### config.mk
export PLATFORM = sky130hd
export DESIGN_NAME = dircc_mem_arbiter
export DESIGN_NICKNAME = d
export VERILOG_FILES = /design/src/rtl/dircc_mem_arbiter.sv
export SDC_FILE = /design/constraint.sdc
export NUM_CORES = 1
export LEC_CHECK = 0
export ABC_AREA = 1
export CAP_MARGIN = 10
export CORE_AREA = 2 2 167 169
export DETAILED_ROUTE_END_ITERATION = 8
export DIE_AREA = 0 0 169 171
export SYNTH_ARGS = -nofsm -noshare
export SYNTH_HDL_FRONTEND = slang
export SYNTH_SLANG_ARGS = --single-unit
### constraint.sdc
create_clock -name clk_clk -period 2.9 [get_ports clk_clk]
set_clock_uncertainty 0.1 [all_clocks]
set_input_delay 0.435 -clock clk_clk [delete_from_list [all_inputs] [get_ports clk_clk]]
set_output_delay 0.435 -clock clk_clk [all_outputs]
set_load 0.1 [all_outputs]
### src/rtl/dircc_mem_arbiter.sv
// dircc_mem_arbiter
// Round-robin arbiter that shares one pipelined memory port between
// NUM_REQ requesters. Each command passes through a one-cycle IDLE
// (arbitration) phase and a GRANT (issue) phase. A small ID FIFO records
// which requester owns each outstanding read. In-order read returns are
// routed back through that FIFO as a one-hot strobe.

module dircc_mem_arbiter #(
    parameter int NUM_REQ  = 4,
    parameter int ADDR_W   = 32,
    parameter int DATA_W   = 32,
    parameter int MAX_PEND = 8
) (
    input  logic                          clk_clk,
    input  logic                          reset_reset,
    input  logic [NUM_REQ*ADDR_W-1:0]     req_address,
    input  logic [NUM_REQ-1:0]            req_read,
    input  logic [NUM_REQ-1:0]            req_write,
    input  logic [NUM_REQ*DATA_W-1:0]     req_writedata,
    input  logic [NUM_REQ*DATA_W/8-1:0]   req_byteenable,
    output logic [NUM_REQ-1:0]            req_waitrequest,
    output logic [DATA_W-1:0]             req_readdata,
    output logic [NUM_REQ-1:0]            req_readdatavalid,
    output logic [ADDR_W-1:0]             m_address,
    output logic                          m_read,
    output logic                          m_write,
    output logic [DATA_W-1:0]             m_writedata,
    output logic [DATA_W/8-1:0]           m_byteenable,
    input  logic                          m_waitrequest,
    input  logic [DATA_W-1:0]             m_readdata,
    input  logic                          m_readdatavalid,
    output logic [$clog2(MAX_PEND):0]     pend_count,
    output logic [1:0]                    err_sticky
);

    localparam int IDX_W = (NUM_REQ > 1) ? $clog2(NUM_REQ) : 1;
    localparam int PTR_W = (MAX_PEND > 1) ? $clog2(MAX_PEND) : 1;
    localparam int CNT_W = $clog2(MAX_PEND) + 1;
    localparam int BE_W  = DATA_W / 8;

    localparam logic [CNT_W-1:0] MAX_CNT  = CNT_W'(MAX_PEND);
    localparam logic [CNT_W-1:0] ZERO_CNT = {CNT_W{1'b0}};
    localparam logic [IDX_W-1:0] LAST_IDX = IDX_W'(NUM_REQ - 1);

    localparam logic [0:0] ST_IDLE  = 1'b0;
    localparam logic [0:0] ST_GRANT = 1'b1;

    // Turn a requester index into a one-hot vector across all requesters.
    function automatic logic [NUM_REQ-1:0] idx_to_onehot(input logic [IDX_W-1:0] idx);
        logic [NUM_REQ-1:0] vec;
        vec = {NUM_REQ{1'b0}};
        for (int i = 0; i < NUM_REQ; i++) begin
            if (idx == IDX_W'(i)) begin
                vec[i] = 1'b1;
            end else begin
                vec[i] = 1'b0;
            end
        end
        return vec;
    endfunction

    // ------------------------------------------------------------------
    // State
    // ------------------------------------------------------------------
    logic [0:0]       state_q,  state_d;
    logic [IDX_W-1:0] grant_q,  grant_d;
    logic [IDX_W-1:0] last_q,   last_d;
    logic [PTR_W-1:0] wr_ptr_q, wr_ptr_d;
    logic [PTR_W-1:0] rd_ptr_q, rd_ptr_d;
    logic [CNT_W-1:0] cnt_q,    cnt_d;
    logic [1:0]       err_q,    err_d;
    logic [IDX_W-1:0] id_mem_q [MAX_PEND];

    // ------------------------------------------------------------------
    // Combinational signals
    // ------------------------------------------------------------------
    logic [ADDR_W-1:0]  addr_arr_s [NUM_REQ];
    logic [DATA_W-1:0]  wdata_arr_s[NUM_REQ];
    logic [BE_W-1:0]    be_arr_s   [NUM_REQ];

    logic               rd_room_s;
    logic [NUM_REQ-1:0] elig_s;
    logic               pick_found_s;
    logic [IDX_W-1:0]   pick_idx_s;
    logic [IDX_W-1:0]   cand_s;

    logic               g_write_s;
    logic               g_read_s;
    logic               g_both_s;
    logic               g_active_s;
    logic               accept_s;
    logic               push_s;
    logic               pop_s;
    logic               orphan_s;
    logic [IDX_W-1:0]   head_id_s;

    // Split the flat requester buses into per-requester slices.
    always_comb begin
        for (int i = 0; i < NUM_REQ; i++) begin
            addr_arr_s[i]  = req_address[i*ADDR_W +: ADDR_W];
            wdata_arr_s[i] = req_writedata[i*DATA_W +: DATA_W];
            be_arr_s[i]    = req_byteenable[i*BE_W +: BE_W];
        end
    end

    // Eligibility and round-robin pick starting just after the last accepted requester.
    always_comb begin
        rd_room_s    = (cnt_q != MAX_CNT);
        elig_s       = req_write | (req_read & {NUM_REQ{rd_room_s}});
        pick_found_s = 1'b0;
        pick_idx_s   = last_q;
        cand_s       = last_q;
        for (int k = 0; k < NUM_REQ; k++) begin
            if (cand_s == LAST_IDX) begin
                cand_s = {IDX_W{1'b0}};
            end else begin
                cand_s = cand_s + {{(IDX_W-1){1'b0}}, 1'b1};
            end
            if (!pick_found_s && elig_s[cand_s]) begin
                pick_found_s = 1'b1;
                pick_idx_s   = cand_s;
            end else begin
                pick_found_s = pick_found_s;
            end
        end
    end

    // Decode the granted requester's command. Write wins over read. A read
    // is only issued while the ID FIFO has room. This also covers a requester
    // that switches from write to read while its write grant is stalled.
    always_comb begin
        g_write_s  = req_write[grant_q];
        g_both_s   = req_read[grant_q] & req_write[grant_q];
        g_read_s   = req_read[grant_q] & ~req_write[grant_q] & rd_room_s;
        g_active_s = g_write_s | g_read_s;
        accept_s   = (state_q == ST_GRANT) & g_active_s & ~m_waitrequest;
        push_s     = accept_s & g_read_s;
        pop_s      = m_readdatavalid & (cnt_q != ZERO_CNT);
        orphan_s   = m_readdatavalid & (cnt_q == ZERO_CNT);
        head_id_s  = id_mem_q[rd_ptr_q];
    end

    // Drive the shared memory port from the granted slice. The port is quiet in IDLE.
    always_comb begin
        if (state_q == ST_GRANT) begin
            m_address    = addr_arr_s[grant_q];
            m_writedata  = wdata_arr_s[grant_q];
            m_byteenable = be_arr_s[grant_q];
            m_write      = g_write_s;
            m_read       = g_read_s;
        end else begin
            m_address    = {ADDR_W{1'b0}};
            m_writedata  = {DATA_W{1'b0}};
            m_byteenable = {BE_W{1'b0}};
            m_write      = 1'b0;
            m_read       = 1'b0;
        end
    end

    // Requester-side handshake and read-return routing.
    always_comb begin
        if (accept_s) begin
            req_waitrequest = ~idx_to_onehot(grant_q);
        end else begin
            req_waitrequest = {NUM_REQ{1'b1}};
        end
        if (pop_s) begin
            req_readdatavalid = idx_to_onehot(head_id_s);
        end else begin
            req_readdatavalid = {NUM_REQ{1'b0}};
        end
        req_readdata = m_readdata;
        pend_count   = cnt_q;
        err_sticky   = err_q;
    end

    // Arbitration FSM next state: pick in IDLE, then hold, accept or abandon in GRANT.
    always_comb begin
        state_d = state_q;
        grant_d = grant_q;
        last_d  = last_q;
        case (state_q)
            ST_IDLE: begin
                if (pick_found_s) begin
                    state_d = ST_GRANT;
                    grant_d = pick_idx_s;
                end else begin
                    state_d = ST_IDLE;
                end
            end
            ST_GRANT: begin
                if (!g_active_s) begin
                    // Requester withdrew: abandon without advancing the round-robin pointer.
                    state_d = ST_IDLE;
                end else if (!m_waitrequest) begin
                    state_d = ST_IDLE;
                    last_d  = grant_q;
                end else begin
                    state_d = ST_GRANT;
                end
            end
            default: begin
                state_d = ST_IDLE;
            end
        endcase
    end

    // ID FIFO pointers, occupancy and sticky error flags next state.
    always_comb begin
        if (push_s) begin
            wr_ptr_d = wr_ptr_q + {{(PTR_W-1){1'b0}}, 1'b1};
        end else begin
            wr_ptr_d = wr_ptr_q;
        end
        if (pop_s) begin
            rd_ptr_d = rd_ptr_q + {{(PTR_W-1){1'b0}}, 1'b1};
        end else begin
            rd_ptr_d = rd_ptr_q;
        end
        case ({push_s, pop_s})
            2'b10:   cnt_d = cnt_q + {{(CNT_W-1){1'b0}}, 1'b1};
            2'b01:   cnt_d = cnt_q - {{(CNT_W-1){1'b0}}, 1'b1};
            default: cnt_d = cnt_q;
        endcase
        err_d = err_q | {accept_s & g_both_s, orphan_s};
    end

    // Control and bookkeeping registers with asynchronous reset.
    always_ff @(posedge clk_clk or posedge reset_reset) begin
        if (reset_reset) begin
            state_q  <= ST_IDLE;
            grant_q  <= {IDX_W{1'b0}};
            last_q   <= LAST_IDX;
            wr_ptr_q <= {PTR_W{1'b0}};
            rd_ptr_q <= {PTR_W{1'b0}};
            cnt_q    <= {CNT_W{1'b0}};
            err_q    <= 2'b00;
        end else begin
            state_q  <= state_d;
            grant_q  <= grant_d;
            last_q   <= last_d;
            wr_ptr_q <= wr_ptr_d;
            rd_ptr_q <= rd_ptr_d;
            cnt_q    <= cnt_d;
            err_q    <= err_d;
        end
    end

    // ID FIFO storage: record the owner of each accepted read. Only entries
    // between the pointers are ever read, so the storage needs no reset.
    always_ff @(posedge clk_clk) begin
        if (push_s) begin
            id_mem_q[wr_ptr_q] <= grant_q;
        end
    end

endmodule
# Word-level counts from Yosys, hierarchy flattened
# Memory sizes are Yosys's and may differ from the RTL's.
# Cells that the tools add are included.
dict set report classes {
  n_addsub 8
  magnitude_cmp 6
  eq_ne 13
  mux 59
  bitwise 18
  reduce_logical 13
}
# cell count
set op_table {}
lappend op_table {{$mux W32} 6}
lappend op_table {{$bmux W32 S2} 2}
lappend op_table {{$mux W1} 29}
lappend op_table {{$mux W4} 5}
lappend op_table {{$eq A2 B2 Y1 const B} 9}
lappend op_table {{$mux W2} 8}
lappend op_table {{$lt A2 B3 Y1 const B} 5}
lappend op_table {{$bmux W1 S2} 6}
lappend op_table {{$and A1 B1 Y1} 9}
lappend op_table {{$add A2 B1 Y2 const B} 4}
lappend op_table {{$bmux W4 S2} 1}
lappend op_table {{$pmux W4 S2} 1}
lappend op_table {{$add A3 B1 Y3 const B} 2}
lappend op_table {{$eq A2 B1 Y1 const B} 3}
lappend op_table {{$add A4 B1 Y4 const B} 1}
lappend op_table {{$and A4 B4 Y4} 1}
lappend op_table {{$logic_not A2 Y1} 2}
lappend op_table {{$logic_not A4 Y1} 1}
lappend op_table {{$ne A4 B4 Y1 const B} 1}
lappend op_table {{$not A4 Y4} 1}
lappend op_table {{$or A4 B4 Y4} 1}
lappend op_table {{$reduce_bool A4 Y1} 1}
lappend op_table {{$sub A4 B1 Y4 const B} 1}
lappend op_table {{$ge A3 B3 Y1 const B} 1}
lappend op_table {{10 further kinds} 16}
dict set report totals {
  reg_bits 17
  mem_bits_rw 16
  output_inout_bits 116
  word_cells 125
  mem_count 1
}
# name depth word_bits rd rd_ports_with_merged_regs wr line_no
set mem_list {}
lappend mem_list {id_mem_q 8 2 1 0 1 72} ;# logic [IDX_W-1:0] id_mem_q [MAX_PEND];

# Depth between registers and ports, before layout
# Gate-level depths: netlist (run 1).
dict set report logic_depth {
  ltp_word 17
  ltp_mapped 18
  mapped_depth_nobuf 17
}

# Least setup slack after synthesis (run 1)
# OpenSTA, ideal clock, no wires.
dict set report synth_timing {
  path_type {register to output}
  from {register grant_q[0]}
  to {output port req_waitrequest[0]}
  arrival_ns 3.476
  required_time_ns 2.365
  setup_slack_ns -1.111
  stages_incl_launch_ff 13
  n_path_buf 1
  path_cell_list {dfrtp_1 buf_2 inv_1 nor2_2 nand2_1 nand2_1 a21oi_1 o21ai_1 inv_2 nor2_1 nor2_1 nor2_4 nand2_1}
}
dict set report synth_via {
  elab_chain_len 9
  elab_cells_between_ends 15
  cone_classes {7 x mux; 7 x bitwise; 1 x reduce/logical}
}
# item line_no
set synth_rtl {}
lappend synth_rtl {{from (decl)} 66} ;# logic [IDX_W-1:0] grant_q, grant_d;
lappend synth_rtl {{from (signal assigned)} 232} ;# grant_q <= {IDX_W{1'b0}};
lappend synth_rtl {{from (signal assigned)} 240} ;# grant_q <= grant_d;
lappend synth_rtl {{$bmux W1 S2} {132, 134}}
lappend synth_rtl {{$mux W1 (implied by the code)} {132, 134}}
lappend synth_rtl {{$not A1 Y1} 134} ;# g_read_s = req_read[grant_q] & ~req_write[grant_q] & rd_room_s;
lappend synth_rtl {{$and A1 B1 Y1 (2 in series)} 134}
lappend synth_rtl {{$or A1 B1 Y1} 135} ;# g_active_s = g_write_s | g_read_s;
lappend synth_rtl {{$and A1 B1 Y1 (2 in series)} 136} ;# accept_s = (state_q == ST_GRANT) & g_active_s & ~m_waitrequest;
lappend synth_rtl {{$mux W4 (*)} 162} ;# if (accept_s) begin
lappend synth_rtl {{to (decl)} 21} ;# output logic [NUM_REQ-1:0] req_waitrequest,
# Every way passes the cells marked *; elsewhere a longest branch is shown, timed or not. The select of a mux whose other input is x is not followed.

# Final worst setup path (run 1)
dict set report layout_timing {
  from {register grant_q[0]}
  to {output port req_waitrequest[2]}
}
# Same word-level chain as after synthesis.

==> results.py, run 1 <==
metrics = {
    "global_routing": {
        "grt_max_degree": 64,
        "antenna_found_initial": 0,
        "grt_overflow": 0,
        "grt_pass1_vias": 5401,
        "grt_pass1_wl_mm": 31.02,
        "global_route.usage.total_pct": 13.78,
    },
    "clocking": {
        "cts-root-buf": "clkbuf_16",
        "cts.sinks": 33,
        "clk_latency_ps": 270,
        "cts_tree": "done",
        "cts_hold_buf": 0,
        "clk_pin_slew_ps": 60,
        "clockBufferDepth": 2,
        "cts_htree_levels": 2,
        "cts_made_buffers": 5,
    },
    "hold_path": {
        "hold-path-endpoint": "err_sticky[0]",
        "whs_path_depth": 1,
        "min_path_type": "register to register",
        "hold_start": "err_sticky[0]",
    },
    "place": {
        "place_hpwl_mm": 17.73,
        "portBuffers": 367,
        "place_inst": 1175,
        "place_congestion": 0.8093,
    },
    "synth": {
        "synth_area_leaders": "a22oi_1, edfxtp_1, a21oi_1",
        "avgSynthCellArea_um2": 7.147,
        "ys_warn_count": 0,
        "synth_top_area_share_pct": 28.20,
        "yosys-top-cells-count": "a22oi_1, a21oi_1, nand2_1, buf_4, clkbuf_1",
        "syn-num-nets": 836,
        "synth_top_cell_by_area": "a22oi_1",
        "synthCells": 514,
        "synth_cell_type_count": 30,
        "seq_area_frac_synth_pct": 24.73,
        "synth_edf_count": 16,
        "yosysMostFrequentCell": "a22oi_1",
        "ys_ff_latch": 33,
        "synth-main-ff-cell": "edfxtp_1",
        "syn-cell-area_mm2": 0.003674,
        "async_flop_share_pct": 51.52,
    },
    "sta": {
        "tns_ps": 0,
        "setup_viol_count_final": 0,
        "hold_violations": 0,
        "fin_crit_ps": 2705,
        "max-slew-margin-rel_pct": 51.21,
        "post-route-period-util_pct": 93.29,
        "rsz0062_at_grt": "no",
        "fmax_mhz": 369.6,
        "drv_slew": 0,
        "worst_pin_slew_ps": 731.0,
    },
    "worst_setup_path": {
        "slowest_stage": "dfrtp_2",
        "reg2reg_depth": 17,
        "crit_family": "simple AND/OR/NAND/NOR gates",
        "cp.arrival_ps": 2170,
        "r2r_start": "grant_q[1]",
        "cpPeakStageDelay_ps": 470,
        "timing.critical_path.mode_cell": "nor2_4",
        "timing.critical_path.buf_inv": 4,
        "end_kind": "primary output",
        "critPathKind": "register to primary output",
        "worst_ep_required_time_ps": 2370,
        "worstPathMaxFanout": 5,
        "r2r_slack_ps": 330,
        "path_cells": "inv_4 -> nor2_4 -> nand2_1 -> nand2_1 -> a21oi_1 -> o21ai_1 -> inv_2 -> nand3_2 -> nor2_4 -> nor2_1 -> nor2_4 -> buf_12 -> nand2_4 -> buf_12",
        "reg2reg_to": "pend_count[2]",
        "cp-start-kind": "register",
    },
    "final_layout": {
        "num_antenna_cells": 0,
        "drive_above_1_share_pct": 25.71,
        "area_delta_synth_final_pct": 144.7,
        "nets": 1161,
        "instances_no_fill": 1186,
        "final_util_pct": 32.89,
    },
    "job": {
        "drv_cap": 0,
    },
    "floorplan": {
        "die_h_um": 171,
        "fp.dieW_um": 169,
        "rows": 61,
        "placeableCoreArea_mm2": 0.02732,
        "initial_core_util_pct": 13.44,
        "die_area_mm2": 0.02890,
        "io_pins": 432,
    },
    "drt": {
        "wl_met1_mm": 8.070,
        "firstDrtPassIters": 4,
        "drcViolationCount": 0,
        "totalWireLength_mm": 21.37,
        "wl_met2_mm": 11.36,
        "highest_layer": "met4",
        "first_iter_violations": 203,
        "wl_per_cell_um": 18.01,
        "dr_wl_met3_mm": 1.788,
        "viasPerCell": 4.386,
        "num_vias": 5202,
        "detail-route-antenna-nets": 0,
    },
    "run_status": {
        "outcome": "completed",
    },
}
## what timing repair did
action | in CTS | in global routing
endpoints found under the hold margin | 0 | 0
setup buffers | 0 | 3
setup endpoints to repair | 0 | 4
gates resized for setup | 0 | 2
## cells by family (layout without fill, tap and decap cells)
logic type	Yosys count	after routing	share of synthesized area, %
AO/OA/AOI/OAI	241	241	42.64
AND/OR/NAND/NOR	123	123	14.61
buffers and inverters	103	429	13.86
flip-flops	33	33	24.73
XOR/XNOR	8	8	2.112
adder cells (fa/ha/maj)	6	6	2.044
## worst max path at each step
stage                       startpoint                 end  slack (ps)  cells past startpoint
after floorplan             grant_q[0]  req_waitrequest[0]        -410                     13
after global placement    req_write[0]  req_waitrequest[2]         140                     13
after detailed placement  req_write[1]       pend_count[2]          70                     16
after CTS                   grant_q[0]  req_waitrequest[2]          40                     14
after global routing        grant_q[1]  req_waitrequest[2]          40                     13
final                       grant_q[0]  req_waitrequest[2]         190                     14
## worst reg2reg max path, cell delays in order (launching register included)
cell     delay (ps)
dfrtp_2         460
nor2_4          210
nand2_1          80
nand2_1          60
a21oi_1          40
o21ai_1         140
inv_2            90
nand3_2          90
nor2_4           40
buf_4           150
nand2_4         100
ha_4            170
xor2_2          190
ha_2            200
a21oi_2          40
a21oi_1         120
o21ai_1          80
o21a_1          100
## final cells by class
class | count | area, µm²
Fill cell | 2835 | 18340
Timing Repair Buffer | 387 | 4664
Multi-Input combinational cell | 378 | 2679
Sequential cell | 33 | 915.9
Tap cell | 346 | 432.9
Inverter | 34 | 132.6
Clock buffer | 6 | 128.9
Clock inverter | 2 | 33.78
## per-layer routing
layer / vias up / global-route usage [%]
li1: 2527 / -
met1: 2470 / 15.33
met2: 195 / 25.78
met3: 10 / 5.020
met4: 0 / 1.672
met5: - / 0
## registers in the layout, indices dropped and copies added (netlist names)
name / cells
err_sticky: 2
grant_q: 2
id_mem_q: 16
last_q: 2
pend_count: 4
rd_ptr_q: 3
state_q: 1
wr_ptr_q: 3
## cells in the final DEF, fill, tap and decap left out, types with 2 or more instances in the layout
cell type | synthesis | routed
a22oi_1 | 138 | 138
nor2_4 | 3 | 7
o21ai_0 | 17 | 15
a21oi_2 | 0 | 60
o21bai_1 | 2 | 2
inv_4 | 0 | 2
nand2_4 | 0 | 3
edfxtp_1 | 16 | 16
dfrtp_2 | 0 | 6
xor2_2 | 1 | 2
a21oi_1 | 75 | 6
buf_4 | 32 | 20
o21ai_1 | 3 | 5
dfrtp_1 | 15 | 9
clkbuf_16 | 0 | 5
nand3_2 | 1 | 2
clkinv_1 | 1 | 2
xor2_1 | 5 | 4
ha_1 | 6 | 4
a21oi_4 | 0 | 9
nor2_1 | 30 | 25
dfstp_2 | 2 | 2
buf_12 | 0 | 84
nand2_1 | 58 | 55
inv_1 | 27 | 26
inv_2 | 6 | 5
o22ai_1 | 4 | 4
clkdlybuf4s50_1 | 0 | 283
nand3_1 | 25 | 24
nor2_2 | 4 | 5
xnor2_1 | 2 | 2
## per-stage QoR
| stage | worst slack (ps) | hold WS, ps | area, µm² |
|---|---|---|---|
| global route | 39.70 | 405.2 | 8987 |
| floorplan | -414.0 | 259.3 | 4100 |
| CTS | 38.91 | 390.1 | 8962 |
| finish | 194.5 | 387.8 | 8987 |
| detailed placement | 71.78 | 373.5 | 8800 |
| global placement | 135.5 | 363.0 | 8800 |
Power of run 1 is not shown: default switching activity piles up to over one toggle a cycle in this logic, so the estimate is an artifact.
==> run 2, diff against run 1 <==
--- a/config.mk
+++ b/config.mk
@@ -8,6 +8,7 @@
 export ABC_AREA = 1
 export CAP_MARGIN = 10
 export CORE_AREA = 2 2 167 169
+export CTS_BUF_LIST = sky130_fd_sc_hd__clkbuf_4 sky130_fd_sc_hd__clkbuf_8
 export DETAILED_ROUTE_END_ITERATION = 8
 export DIE_AREA = 0 0 169 171
 export SYNTH_ARGS = -nofsm -noshare
==> results.py, run 2 (same netlist as run 1, synthesis figures left out) <==
metrics = {
    "place": {
        "place_congestion": 0.8093,
        "place_inst": 1175,
        "portBuffers": 367,
        "place_hpwl_mm": 17.73,
        "placed_cell_area_mm2": 0.008800,
    },
    "final_layout": {
        "fin_area_mm2": 0.008937,
        "layout_common_cells": "clkdlybuf4s50_1, a22oi_1, buf_12",
        "area_delta_synth_final_pct": 143.3,
        "drive_above_1_share_pct": 25.83,
        "top_register": "id_mem_q",
        "nets": 1161,
        "instances_no_fill": 1187,
        "largest_reg_flops": 16,
        "final_common_cell": "clkdlybuf4s50_1",
    },
    "clocking": {
        "cts.sinks": 33,
        "clk_latency_ps": 290,
        "clockBufferDepth": 2,
        "cts_tree": "done",
        "cts_htree_levels": 2,
        "cts_made_buffers": 5,
        "clk_pin_slew_ps": 70,
        "cts_hold_buf": 0,
        "cts-root-buf": "clkbuf_8",
    },
    "hold_path": {
        "min_path_type": "register to register",
    },
    "run_status": {
        "outcome": "completed",
    },
    "sta": {
        "worst_pin_slew_ps": 734.7,
        "post-route-period-util_pct": 93.72,
        "setup_viol_count_final": 0,
        "drv_slew": 0,
        "tns_ps": 0,
        "fin_crit_ps": 2718,
        "hold_violations": 0,
        "max-slew-margin-rel_pct": 50.97,
        "rsz0062_at_grt": "no",
        "fmax_mhz": 368.0,
    },
    "drt": {
        "num_vias": 5181,
        "first_iter_violations": 184,
        "drcViolationCount": 0,
        "totalWireLength_mm": 21.13,
        "detail-route-antenna-nets": 0,
        "dr_wl_met3_mm": 1.892,
        "viasPerCell": 4.365,
        "firstDrtPassIters": 4,
        "wl_met2_mm": 11.02,
        "wl_per_cell_um": 17.80,
        "wl_met1_mm": 7.934,
        "highest_layer": "met4",
    },
    "global_routing": {
        "antenna_found_initial": 1,
        "grt_pass1_wl_mm": 30.58,
        "grt_overflow": 0,
        "grt_max_degree": 64,
        "global_route.usage.total_pct": 13.64,
        "grt_pass1_vias": 5381,
    },
    "job": {
        "drv_cap": 0,
    },
    "floorplan": {
        "die_h_um": 171,
        "io_pins": 432,
        "placeableCoreArea_mm2": 0.02732,
        "rows": 61,
        "initial_core_util_pct": 13.44,
        "die_area_mm2": 0.02890,
        "fp.dieW_um": 169,
    },
    "worst_setup_path": {
        "cp-start-kind": "register",
        "cp.arrival_ps": 2180,
        "end_kind": "primary output",
        "critPathKind": "register to primary output",
        "worst_ep_required_time_ps": 2370,
        "worstPathMaxFanout": 5,
    },
}
==> run 2: changes by cell type in the layout (fill, tap and decap cells not counted), sizes merged <==
cell | previous run | this run
diode | 0 | 1
==> run 2: timing repair <==
| item | in CTS | in global routing |
|---|---|---|
| endpoints found under the hold margin | 0 | 0 |
| gates resized for setup | 0 | 2 |
| setup buffers | 0 | 3 |
| setup endpoints to repair | 0 | 4 |
==> run 2: critical path, stage by stage (launching register included) <==
cell and delay, ps:
dfrtp_2 470, inv_4 80, nor2_4 50, nand2_1 70, nand2_1 50, a21oi_1 110
o21ai_1 120, inv_2 100, nand3_2 80, nor2_4 100, nor2_1 70, nor2_4 210
buf_12 160, nand2_4 50, buf_12 170
==> run 2: final cells by class <==
class / count / area, µm²
flip-flops and latches: 33 / 915.9
inverters: 34 / 132.6
clock inverters: 2 / 33.78
fillers: 2844 / 18390
clock buffers: 6 / 76.32
well taps: 346 / 432.9
repair buffers: 387 / 4664
diodes: 1 / 2.502
multi-input cells: 378 / 2679
==> run 2: worst paths after layout <==
path / end / cells after the start / startpoint / slack (ps)
max in group asynchronous: grant_q[0] / 2 / reset_reset / 1710
hold reg to reg: err_sticky[0] / 1 / err_sticky[0] / 390
setup reg to reg: pend_count[2] / 18 / grant_q[0] / 340
min in group asynchronous: err_sticky[0] / 2 / reset_reset / 470
hold / removal: err_sticky[0] / 1 / err_sticky[0] / 390
setup / recovery: req_waitrequest[2] / 14 / grant_q[0] / 180
==> run 2: metal layers <==
layer	global-route usage, %	vias to the layer above
li1	-	2529
met1	15.11	2423
met2	24.98	209
met3	5.251	20
met4	2.490	0
met5	0	-
==> run 2: per-stage QoR <==
step | hold WS [ps] | worst slack, ps | util (%)
after floorplan | 259.3 | -414.0 | -
after global placement | 363.0 | 135.5 | 32.21
after detailed placement | 373.5 | 71.78 | 32.21
after CTS | 394.9 | 24.38 | 32.61
after global routing | 410.3 | 20.43 | 32.71
final | 393.9 | 182.3 | 32.71
Power of run 2 is left out for the same reason.
